==> src/rtl/mem_bus_arbiter.sv <==
// Two-requester memory port arbiter (instruction fetch vs. data memory).
// Launches one bus access at a time; a tie goes to the requester that lost the previous grant.
module mem_bus_arbiter #(
  parameter int unsigned ADDR_W = 27,
  parameter int unsigned DATA_W = 32
) (
  input  logic              clk,
  input  logic              reset,
  input  logic              if_req,
  input  logic [ADDR_W-1:0] if_addr,
  output logic [DATA_W-1:0] if_q,
  output logic              if_ack,
  input  logic              dm_req,
  input  logic              dm_we,
  input  logic [ADDR_W-1:0] dm_addr,
  input  logic [DATA_W-1:0] dm_wdata,
  output logic [DATA_W-1:0] dm_q,
  output logic              dm_ack,
  output logic              bus_start,
  output logic [ADDR_W-1:0] bus_addr,
  output logic [DATA_W-1:0] bus_data,
  output logic              bus_we,
  input  logic [DATA_W-1:0] bus_q,
  input  logic              bus_done
);

  typedef enum logic [1:0] {
    IDLE    = 2'd0,
    BUSY_IF = 2'd1,
    BUSY_DM = 2'd2
  } state_t;

  state_t r_state;
  logic   r_last_grant;  // 0 = IF won last, 1 = DM won last

  logic w_if_eff;
  logic w_dm_eff;
  logic w_grant_if;
  logic w_grant_dm;

  // A requester is masked during its own ack cycle so a held level is not re-granted.
  assign w_if_eff   = if_req & ~if_ack;
  assign w_dm_eff   = dm_req & ~dm_ack;
  assign w_grant_if = w_if_eff & (~w_dm_eff | r_last_grant);
  assign w_grant_dm = w_dm_eff & ~w_grant_if;

  always_ff @(posedge clk or posedge reset) begin
    if (reset) begin
      r_state      <= IDLE;
      r_last_grant <= 1'b1;
      bus_start    <= 1'b0;
      bus_addr     <= '0;
      bus_data     <= '0;
      bus_we       <= 1'b0;
      if_ack       <= 1'b0;
      dm_ack       <= 1'b0;
      if_q         <= '0;
      dm_q         <= '0;
    end else begin
      bus_start <= 1'b0;
      if_ack    <= 1'b0;
      dm_ack    <= 1'b0;
      case (r_state)
        IDLE: begin
          if (w_grant_if) begin
            r_state      <= BUSY_IF;
            r_last_grant <= 1'b0;
            bus_start    <= 1'b1;
            bus_addr     <= if_addr;
            bus_data     <= '0;
            bus_we       <= 1'b0;
          end else if (w_grant_dm) begin
            r_state      <= BUSY_DM;
            r_last_grant <= 1'b1;
            bus_start    <= 1'b1;
            bus_addr     <= dm_addr;
            bus_data     <= dm_wdata;
            bus_we       <= dm_we;
          end
        end
        BUSY_IF: begin
          if (bus_done) begin
            r_state <= IDLE;
            if_ack  <= 1'b1;
            if_q    <= bus_q;
          end
        end
        BUSY_DM: begin
          if (bus_done) begin
            r_state <= IDLE;
            dm_ack  <= 1'b1;
            if (!bus_we) begin
              dm_q <= bus_q;
            end
          end
        end
        default: r_state <= IDLE;
      endcase
    end
  end

endmodule

==> config.mk <==
export PLATFORM = sky130hd
export DESIGN_NAME = mem_bus_arbiter
export DESIGN_NICKNAME = d
export VERILOG_FILES = /design/src/rtl/mem_bus_arbiter.sv
export SDC_FILE = /design/constraint.sdc
export NUM_CORES = 1
export LEC_CHECK = 0
export BUFFER_PORTS_ARGS = -buffer_cell sky130_fd_sc_hd__buf_2
export CAP_MARGIN = 30
export CORE_UTILIZATION = 45
export DETAILED_ROUTE_END_ITERATION = 7
export GPL_TIMING_DRIVEN = 0
export PLACE_DENSITY = 0.86
export SYNTH_ARGS = -nofsm -noshare
export SYNTH_HDL_FRONTEND = slang
export SYNTH_SLANG_ARGS = --single-unit
==> constraint.sdc <==
create_clock -name clk -period 5.6 [get_ports clk]
set_input_delay 0.84 -clock clk [delete_from_list [all_inputs] [get_ports clk]]
set_output_delay 0.84 -clock clk [all_outputs]
set_load 0.005 [all_outputs]
==> impl_metrics.json, run 1 <==
{
  "grt_usage": 0.241,
  "insertion_delay_ns": 0.40,
  "antenna_left": 0,
  "status": "complete, no violations",
  "p_leak_nw": 3.87,
  "cts_root_buffer": "clkbuf_16",
  "first_iter_violations": 353,
  "synth_cells": 400,
  "required_ns": 5.92,
  "avgSynthCellArea_um2": 14.2,
  "via_per_inst": 5.34,
  "cp.arrival_ns": 2.19,
  "die_area_um2": 13000,
  "cts-htree-levels": 4,
  "grt_pass1_vias": 4762,
  "yosysWarnings": 0,
  "synth_cell_types": 31,
  "critical_path_class": "in -> reg",
  "drc": 0,
  "rows": 40,
  "final_cells": 851,
  "cpPeakStageDelay_ns": 0.51,
  "ys_top_cells_by_area": "dfrtp_1, mux2_2, a22o_1, a221oi_2, a2bb2oi_1",
  "place_ws_ns": 3.32,
  "start_util": 0.466,
  "final_core_util": 0.636,
  "clockBufferDepth": 2,
  "hold_slack_ns": 0.398,
  "ctsResizeCount": 0,
  "fillCellCount": 943,
  "cp_top_family": "simple AND/OR/NAND/NOR gates",
  "fin_nets": 797,
  "regArea_um2": 3250,
  "cts_sinks": 130,
  "ir_worst_vdd_mv": 0.360,
  "finalSetupViolCount": 0,
  "synth_nets": 527,
  "ios": 251,
  "drive_above_1_share": 0.583,
  "max_slew.worst_pin.slew_ns": 0.719,
  "antennaDiodeCount": 0,
  "synthTopCellsByCount": "dfrtp_1, mux2_2, a22o_1",
  "first_pass_iters": 6,
  "place_inst": 819,
  "area_growth_pct": 36.5,
  "cp_max_fo": 10,
  "min_period_over_period": 0.333,
  "synth-edff-count": 0,
  "ys_seq_elements": 130,
  "cts-buffers-inserted": 17,
  "clk_pin_slew_ns": 0.06,
  "slew_viol_final": 0,
  "start_kind": "input port",
  "vias": 4544,
  "setup_tns_ns": 0,
  "synth_top_cell_by_area": "dfrtp_1",
  "power.density_nw_per_um2": 562,
  "synth_top_cell_area_share": 0.570,
  "gp_congestion": 0.836,
  "rsz0062_at_grt": "false",
  "hold_class": "in -> async",
  "setup_slack_ns": 3.73,
  "syn-cell-area_um2": 5670,
  "wl_per_cell_um": 18.1,
  "cp-end-kind": "flop",
  "die_x_um": 114,
  "cts_hold_buf": 0,
  "crit_buf_inv": 2,
  "antenna_found_initial": 0,
  "multi_input_area_um2": 2150,
  "io_buffers": 250,
  "dp_hpwl_um": 11500,
  "fmax_mhz": 536,
  "core-area_um2": 12200,
  "post_cts_buffers": 0,
  "async_flop_share": 1.00,
  "drt_wl_total_um": 15400,
  "synthFlopType": "dfrtp_1",
  "slew_headroom": 0.520,
  "synth_most_common_cell": "dfrtp_1",
  "grt_pass1_wl_um": 24000,
  "fin_crit_ns": 1.87,
  "path_cells": "buf_2, nor3b_2, clkbuf_1, o21ai_0, a2bb2oi_1",
  "cts_tree": "yes",
  "skew_ns": 0.00758,
  "grt_max_degree": 101,
  "critical-path-slowest-cell": "nor3b_2",
  "drv_cap": 0,
  "yosysSeqAreaShare": 0.574,
  "gr-total-overflow": 0,
  "finalHoldViolCount": 0,
  "die_h_um": 114
}
-- state kept, by name (all words and copies together) (netlist names) --
signal,flops
if_q,32
bus_start,1
r_last_grant,1
dm_q,32
bus_addr,27
if_ack,1
bus_data,32
r_state,2
dm_ack,1
bus_we,1
-- kinds of logic after synthesis --
| family | synth area share |
|---|---|
| AOI/OAI and AO/OA | 0.190 |
| muxes | 0.127 |
| DFF | 0.574 |
| adders and majority gates | 0.00662 |
| and+or+nand+nor | 0.0567 |
| buffers and inverters | 0.0457 |
-- layout make-up --
cell class / count / share of cell area
inverters: 6 / 0.00421
clock buffers: 21 / 0.0608
plain buffers: 39 / 0.0299
multi-input cells: 225 / 0.279
well taps: 168 / 0.0272
flip-flops and latches: 130 / 0.421
repair buffers: 251 / 0.165
clock inverters: 11 / 0.0134
-- routing by layer --
layer	vias up	global-route usage	part of all wire
met1	2238	0.282	0.40
met4	0	0.0952	0.020
met3	23	0.0778	0.075
li1	2061	-	-
met5	-	0	0
met2	222	0.412	0.50
-- metrics by stage --
stage	total power [mW]	instance area, µm²
6_report	4.35	7740
3_5_place_dp	3.30	7160
3_3_place_gp	3.20	7130
2_1_floorplan	2.57	5670
4_1_cts	4.38	7740
5_1_grt	4.60	7740
-- worst paths after layout --
check | cells past startpoint | endpoint | slack, ns | start
max | 5 | bus_addr[3] | 3.73 | dm_req
min | 2 | dm_q[10] | 0.40 | reset
max reg2reg | 7 | bus_addr[8] | 3.75 | r_state[0]
min reg2reg | 1 | dm_q[1] | 0.49 | dm_q[1]
max in group asynchronous | 3 | r_last_grant | 4.42 | reset
min in group clk | 1 | dm_q[1] | 0.49 | dm_q[1]
-- power breakdown --
part           switching [mW]  internal, mW  leakage (nW)
Sequential              0.245          1.38          1.57
Combinational           0.766         0.897          2.03
Clock                   0.411         0.647         0.268
Total                    1.42          2.93          3.87
-- cell usage in the layout, fill, tap and decap left out, drive strengths merged, types with 3 or more instances in the layout --
master / n
buf: 280
dfrtp: 129
mux2: 64
a22o: 33
clkbuf: 31
o21ai: 27
and3b: 27
a2bb2oi: 27
a221oi: 27
inv: 7
clkinvlp: 5
clkinv: 4
ha: 3
nand2b: 3
No activity file was read; power rests on OpenSTA's default activity.
==> run 2: changes to the inputs <==
==> constraint.sdc (replaced) <==
create_clock -name clk -period 1.92 [get_ports clk]
set_input_delay 0.288 -clock clk [delete_from_list [all_inputs] [get_ports clk]]
set_output_delay 0.288 -clock clk [all_outputs]
set_load 0.005 [all_outputs]
==> run 2 against run 1 <==
Against the previous run: register-to-register slack got worse by 3.6 ns; die area unchanged; sequential share of layout area down 0.66 points; utilization up 1.0 points; critical path type is now reg -> reg; clock power increased to 3.3 times the previous value; setup slack got worse by 3.6 ns; global-route usage up 0.15 points; via count rose by 0.37%; power rose to 3.0 times the previous value; sequential cell count is the same.
==> impl_metrics.json, run 2 (same netlist as run 1, synthesis figures left out) <==
{
  "fmax_mhz": 565,
  "slew_viol_final": 0,
  "gr-total-overflow": 0,
  "largestRegisters": "bus_data (32), dm_q (32), if_q (32)",
  "start_util": 0.466,
  "die_h_um": 114,
  "power.density_nw_per_um2": 1670,
  "cts_sinks": 130,
  "gp_congestion": 0.871,
  "status": "complete, no violations",
  "drv_cap": 0,
  "regArea_um2": 3250,
  "fin_crit_ns": 1.77,
  "drt-met1-wl_um": 6080,
  "ios": 251,
  "fin_area_um2": 7860,
  "place_area_um2": 7200,
  "cp-end-kind": "flop",
  "grt_max_degree": 46,
  "cts-buffers-inserted": 17,
  "min_period_over_period": 0.921,
  "ir_worst_vdd_mv": 1.10,
  "io_buffers": 250,
  "setup_tns_ns": 0,
  "cts_tree": "yes",
  "post_cts_buffers": 0,
  "hold_class": "in -> reg",
  "cts_root_buffer": "clkbuf_16",
  "power_mw": 13.1,
  "final_cell_mix": "buf_2, dfrtp_1, mux2_2, a22o_1",
  "die_area_um2": 13000,
  "final_core_util": 0.646,
  "core-area_um2": 12200,
  "met3_length_um": 1470,
  "fin_nets": 799,
  "grt_pass1_vias": 4653,
  "dr_wl_met2_um": 7590,
  "cp.arrival_ns": 2.06,
  "fillCellCount": 923,
  "drc": 0,
  "rsz0062_at_grt": "false",
  "die_x_um": 114,
  "first_pass_iters": 4,
  "max_slew.worst_pin.slew_ns": 0.661,
  "place_ws_ns": 0.00986,
  "multi_input_area_um2": 2150,
  "place_inst": 821,
  "clockBufferDepth": 2,
  "finalHoldViolCount": 0,
  "p_leak_nw": 3.93,
  "drt_wl_total_um": 15400,
  "skew_ns": 0.00789,
  "drive_above_1_share": 0.586,
  "cts-htree-levels": 4,
  "antenna_left": 0,
  "finalSetupViolCount": 0,
  "via_per_inst": 5.35,
  "hold_slack_ns": 0.0933,
  "wl_per_cell_um": 18.1,
  "rows": 40,
  "critical_path_class": "reg -> reg",
  "required_ns": 2.22,
  "start_kind": "flop",
  "vias": 4561,
  "first_iter_violations": 391,
  "setup_slack_ns": 0.151,
  "slew_headroom": 0.558,
  "antenna_found_initial": 0,
  "final_cells": 853,
  "dp_hpwl_um": 11600,
  "grt_pass1_wl_um": 24100,
  "area_growth_pct": 38.7,
  "clk_pin_slew_ns": 0.06,
  "highest_layer": "met4",
  "cp_max_fo": 10,
  "final_common_cell": "buf_2",
  "grt_usage": 0.243,
  "insertion_delay_ns": 0.41
}
-- run 2: critical path, stage by stage (launching register included) --
cell and delay [ns]:
dfrtp_1 0.35, inv_1 0.07, ha_1 0.19, and2_1 0.17, nand2b_1 0.22, clkbuf_4 0.30, mux2_2 0.36
-- run 2: path summary, 6_finish.rpt --
| check | startpoint | slack, ns | depth (start not counted) | endpoint |
|---|---|---|---|---|
| setup / recovery | r_state[0] | 0.15 | 6 | dm_q[28] |
| hold / removal | dm_wdata[22] | 0.09 | 2 | bus_data[22] |
| setup reg to reg | r_state[0] | 0.15 | 6 | dm_q[28] |
| hold reg to reg | dm_q[24] | 0.50 | 1 | dm_q[24] |
| max in group asynchronous | reset | 0.61 | 5 | r_last_grant |
| min in group asynchronous | reset | 0.47 | 3 | dm_q[8] |
-- run 2: per-layer routing --
layer,vias up,global-route usage
li1,2063,-
met1,2223,0.294
met2,255,0.404
met3,20,0.0815
met4,0,0.0883
met5,-,0
-- run 2: layout make-up --
type                    count  share of cell area
multi-input cells         225               0.274
plain buffers              38              0.0302
well taps                 168              0.0267
flip-flops and latches    130               0.414
clock buffers              18              0.0546
repair buffers            254               0.169
diodes                      1            0.000318
clock inverters            13              0.0267
inverters                   6             0.00398
-- run 2: what timing repair did --
action / 4_1_cts / 5_1_grt
hold endpoints to repair: 22 / 0
hold buffers: 1 / 0
gates resized for setup: 0 / 5
endpoints found under the setup margin: 0 / 50
-- run 2: power by group --
group | internal (mW) | switching (mW)
clock | 2.30 | 1.21
combinational | 2.64 | 2.23
sequential | 4.04 | 0.723
total | 8.97 | 4.17
==> run 3: changes to the inputs <==
--- a/config.mk
+++ b/config.mk
@@ -11,6 +11,7 @@
 export DETAILED_ROUTE_END_ITERATION = 7
 export GPL_TIMING_DRIVEN = 0
 export PLACE_DENSITY = 0.86
+export RECOVER_POWER = 25
 export SYNTH_ARGS = -nofsm -noshare
 export SYNTH_HDL_FRONTEND = slang
 export SYNTH_SLANG_ARGS = --single-unit
==> run 3 against run 2 <==
Against the previous run: maximum frequency is 0.59% lower; critical path type unchanged; largest cell class unchanged; critical path depth is the same; clock power about the same.
==> impl_metrics.json, run 3 (same netlist as run 1, synthesis figures left out) <==
{
  "hold_class": "in -> reg",
  "rsz0062_at_grt": "false",
  "slew_headroom": 0.254,
  "grt_pass1_vias": 4653,
  "switching_share": 0.317,
  "critical-path-slowest-cell": "mux2_2",
  "clkPwrFrac": 0.267,
  "status": "complete, no violations",
  "setup_slack_ns": 0.141,
  "start_util": 0.466,
  "clk_pin_slew_ns": 0.06,
  "dp_hpwl_um": 11600,
  "first_iter_violations": 391,
  "clockBufferDepth": 2,
  "sequentialPowerShare": 0.362,
  "die_h_um": 114,
  "drv_cap": 0,
  "via_per_inst": 5.35,
  "fin_nets": 799,
  "p_comb_frac": 0.370,
  "insertion_delay_ns": 0.41,
  "r2r-end": "dm_q[28]",
  "critical_path_class": "reg -> reg",
  "gp_congestion": 0.871,
  "cts_sinks": 130,
  "cp_max_fo": 10,
  "required_ns": 2.22,
  "slew_viol_final": 0,
  "internal-power_mw": 8.97,
  "power_mw": 13.1,
  "largestRegisters": "bus_data (32), dm_q (32), if_q (32)",
  "max_slew.worst_pin.slew_ns": 1.11,
  "die_area_um2": 13000,
  "reg2reg_depth": 6,
  "path_cells": "inv_1, ha_1, and2_0, nand2b_1, clkbuf_4, mux2_2",
  "finalHoldViolCount": 0,
  "ios": 251,
  "vias": 4560,
  "final_core_util": 0.646,
  "p_leak_nw": 3.92,
  "gr-total-overflow": 0,
  "antenna_found_initial": 0,
  "grt_pass1_wl_um": 24100,
  "min_period_over_period": 0.927,
  "rows": 40,
  "cts_tree": "yes",
  "cts-buffers-inserted": 17,
  "drive_above_1_share": 0.585,
  "final_common_cell": "buf_2",
  "power.density_nw_per_um2": 1670,
  "startpoint": "r_state[0]",
  "die_x_um": 114,
  "cp-end-kind": "flop",
  "fmax_mhz": 562,
  "antenna_left": 0,
  "finalSetupViolCount": 0,
  "grt_max_degree": 46,
  "final_cell_mix": "buf_2, dfrtp_1, mux2_2, a22o_1",
  "cts-htree-levels": 4,
  "cts_root_buffer": "clkbuf_16",
  "skew_ns": 0.00778,
  "rrSetupSlack_ns": 0.14,
  "core-area_um2": 12200,
  "cpPeakStageDelay_ns": 0.36,
  "start_kind": "flop",
  "place_ws_ns": 0.00986,
  "drt_wl_total_um": 15400,
  "crit_path_end": "dm_q[28]",
  "p_switching_mw": 4.17,
  "reg2reg_from": "r_state[0]",
  "drc": 0,
  "cp.arrival_ns": 2.07,
  "io_buffers": 250,
  "fin_crit_ns": 1.78,
  "ir_worst_vdd_mv": 1.10,
  "first_pass_iters": 4,
  "wl_per_cell_um": 18.1,
  "area_growth_pct": 38.6,
  "grt_usage": 0.243
}
[run 3: cell types whose count changed in the layout (fill, tap and decap cells not counted)]
cell / before / now
and2_0: 0 / 1
and2_1: 1 / 0
buf_2: 264 / 263
clkbuf_1: 10 / 11
clkinvlp_2: 0 / 1
clkinvlp_4: 6 / 5
[run 3: worst min-delay path by stage]
stage | start | to | slack, ns | cells past startpoint
2_1_floorplan | bus_q[24] | dm_q[24] | 0.42 | 1
3_3_place_gp | dm_q[24] | dm_q[24] | 0.47 | 1
3_5_place_dp | reset | dm_q[8] | 0.36 | 2
4_1_cts | dm_wdata[5] | bus_data[5] | 0.08 | 2
5_1_grt | dm_wdata[22] | bus_data[22] | 0.08 | 2
6_report | dm_wdata[22] | bus_data[22] | 0.09 | 2
[run 3: layout make-up]
| type | count | area [µm²] |
|---|---|---|
| diodes | 1 | 2.50 |
| plain buffers | 38 | 238 |
| clock buffers | 18 | 429 |
| clock inverters | 13 | 210 |
| fillers | 925 | 4310 |
| inverters | 6 | 28.8 |
| multi-input cells | 225 | 2150 |
| flip-flops and latches | 130 | 3250 |
| well taps | 168 | 210 |
| repair buffers | 254 | 1330 |
[run 3: critical path: cells and delay by family, from the launching register on]
kind	cells	cell delay [ns]
buffers and inverters	2	0.37
AND/OR/NAND/NOR	2	0.39
adder cells (fa/ha/maj)	1	0.20
flip-flops	1	0.35
multiplexers	1	0.36
[run 3: per-stage QoR]
stage	cells	instance area, µm²	setup TNS [ns]	hold WS [ns]
global placement	818	7130	-80.28	0.473
CTS	853	7850	0	0.0753
global route	852	7850	0	0.0838
floorplan	400	5670	0	0.420
detailed placement	821	7200	0	0.358
finish	853	7860	0	0.0931
[run 3: layer usage]
layer,vias up,GRT usage,routed length (µm)
li1,2061,-,-
met1,2232,0.294,6130
met2,249,0.404,7630
met3,18,0.0815,1430
met4,0,0.0883,234
met5,-,0,0
[run 3: repair_timing]
action | CTS | global route
endpoints found under the hold margin | 22 | 0
buffers inserted | 0 | 0
gates resized for setup | 0 | 5
setup endpoints to repair | 0 | 50
hold buffers | 1 | 0
[run 3: power by group through the flow]
stage | Sequential, mW | Clock [mW] | Combinational [mW]
final | 4.76 | 3.51 | 4.87
after global routing | 4.89 | 3.67 | 5.31
after CTS | 4.75 | 3.55 | 4.90
after detailed placement | 4.75 | 0 | 4.87
after global placement | 4.68 | 0 | 4.69
after floorplan | 4.80 | 0 | 2.71
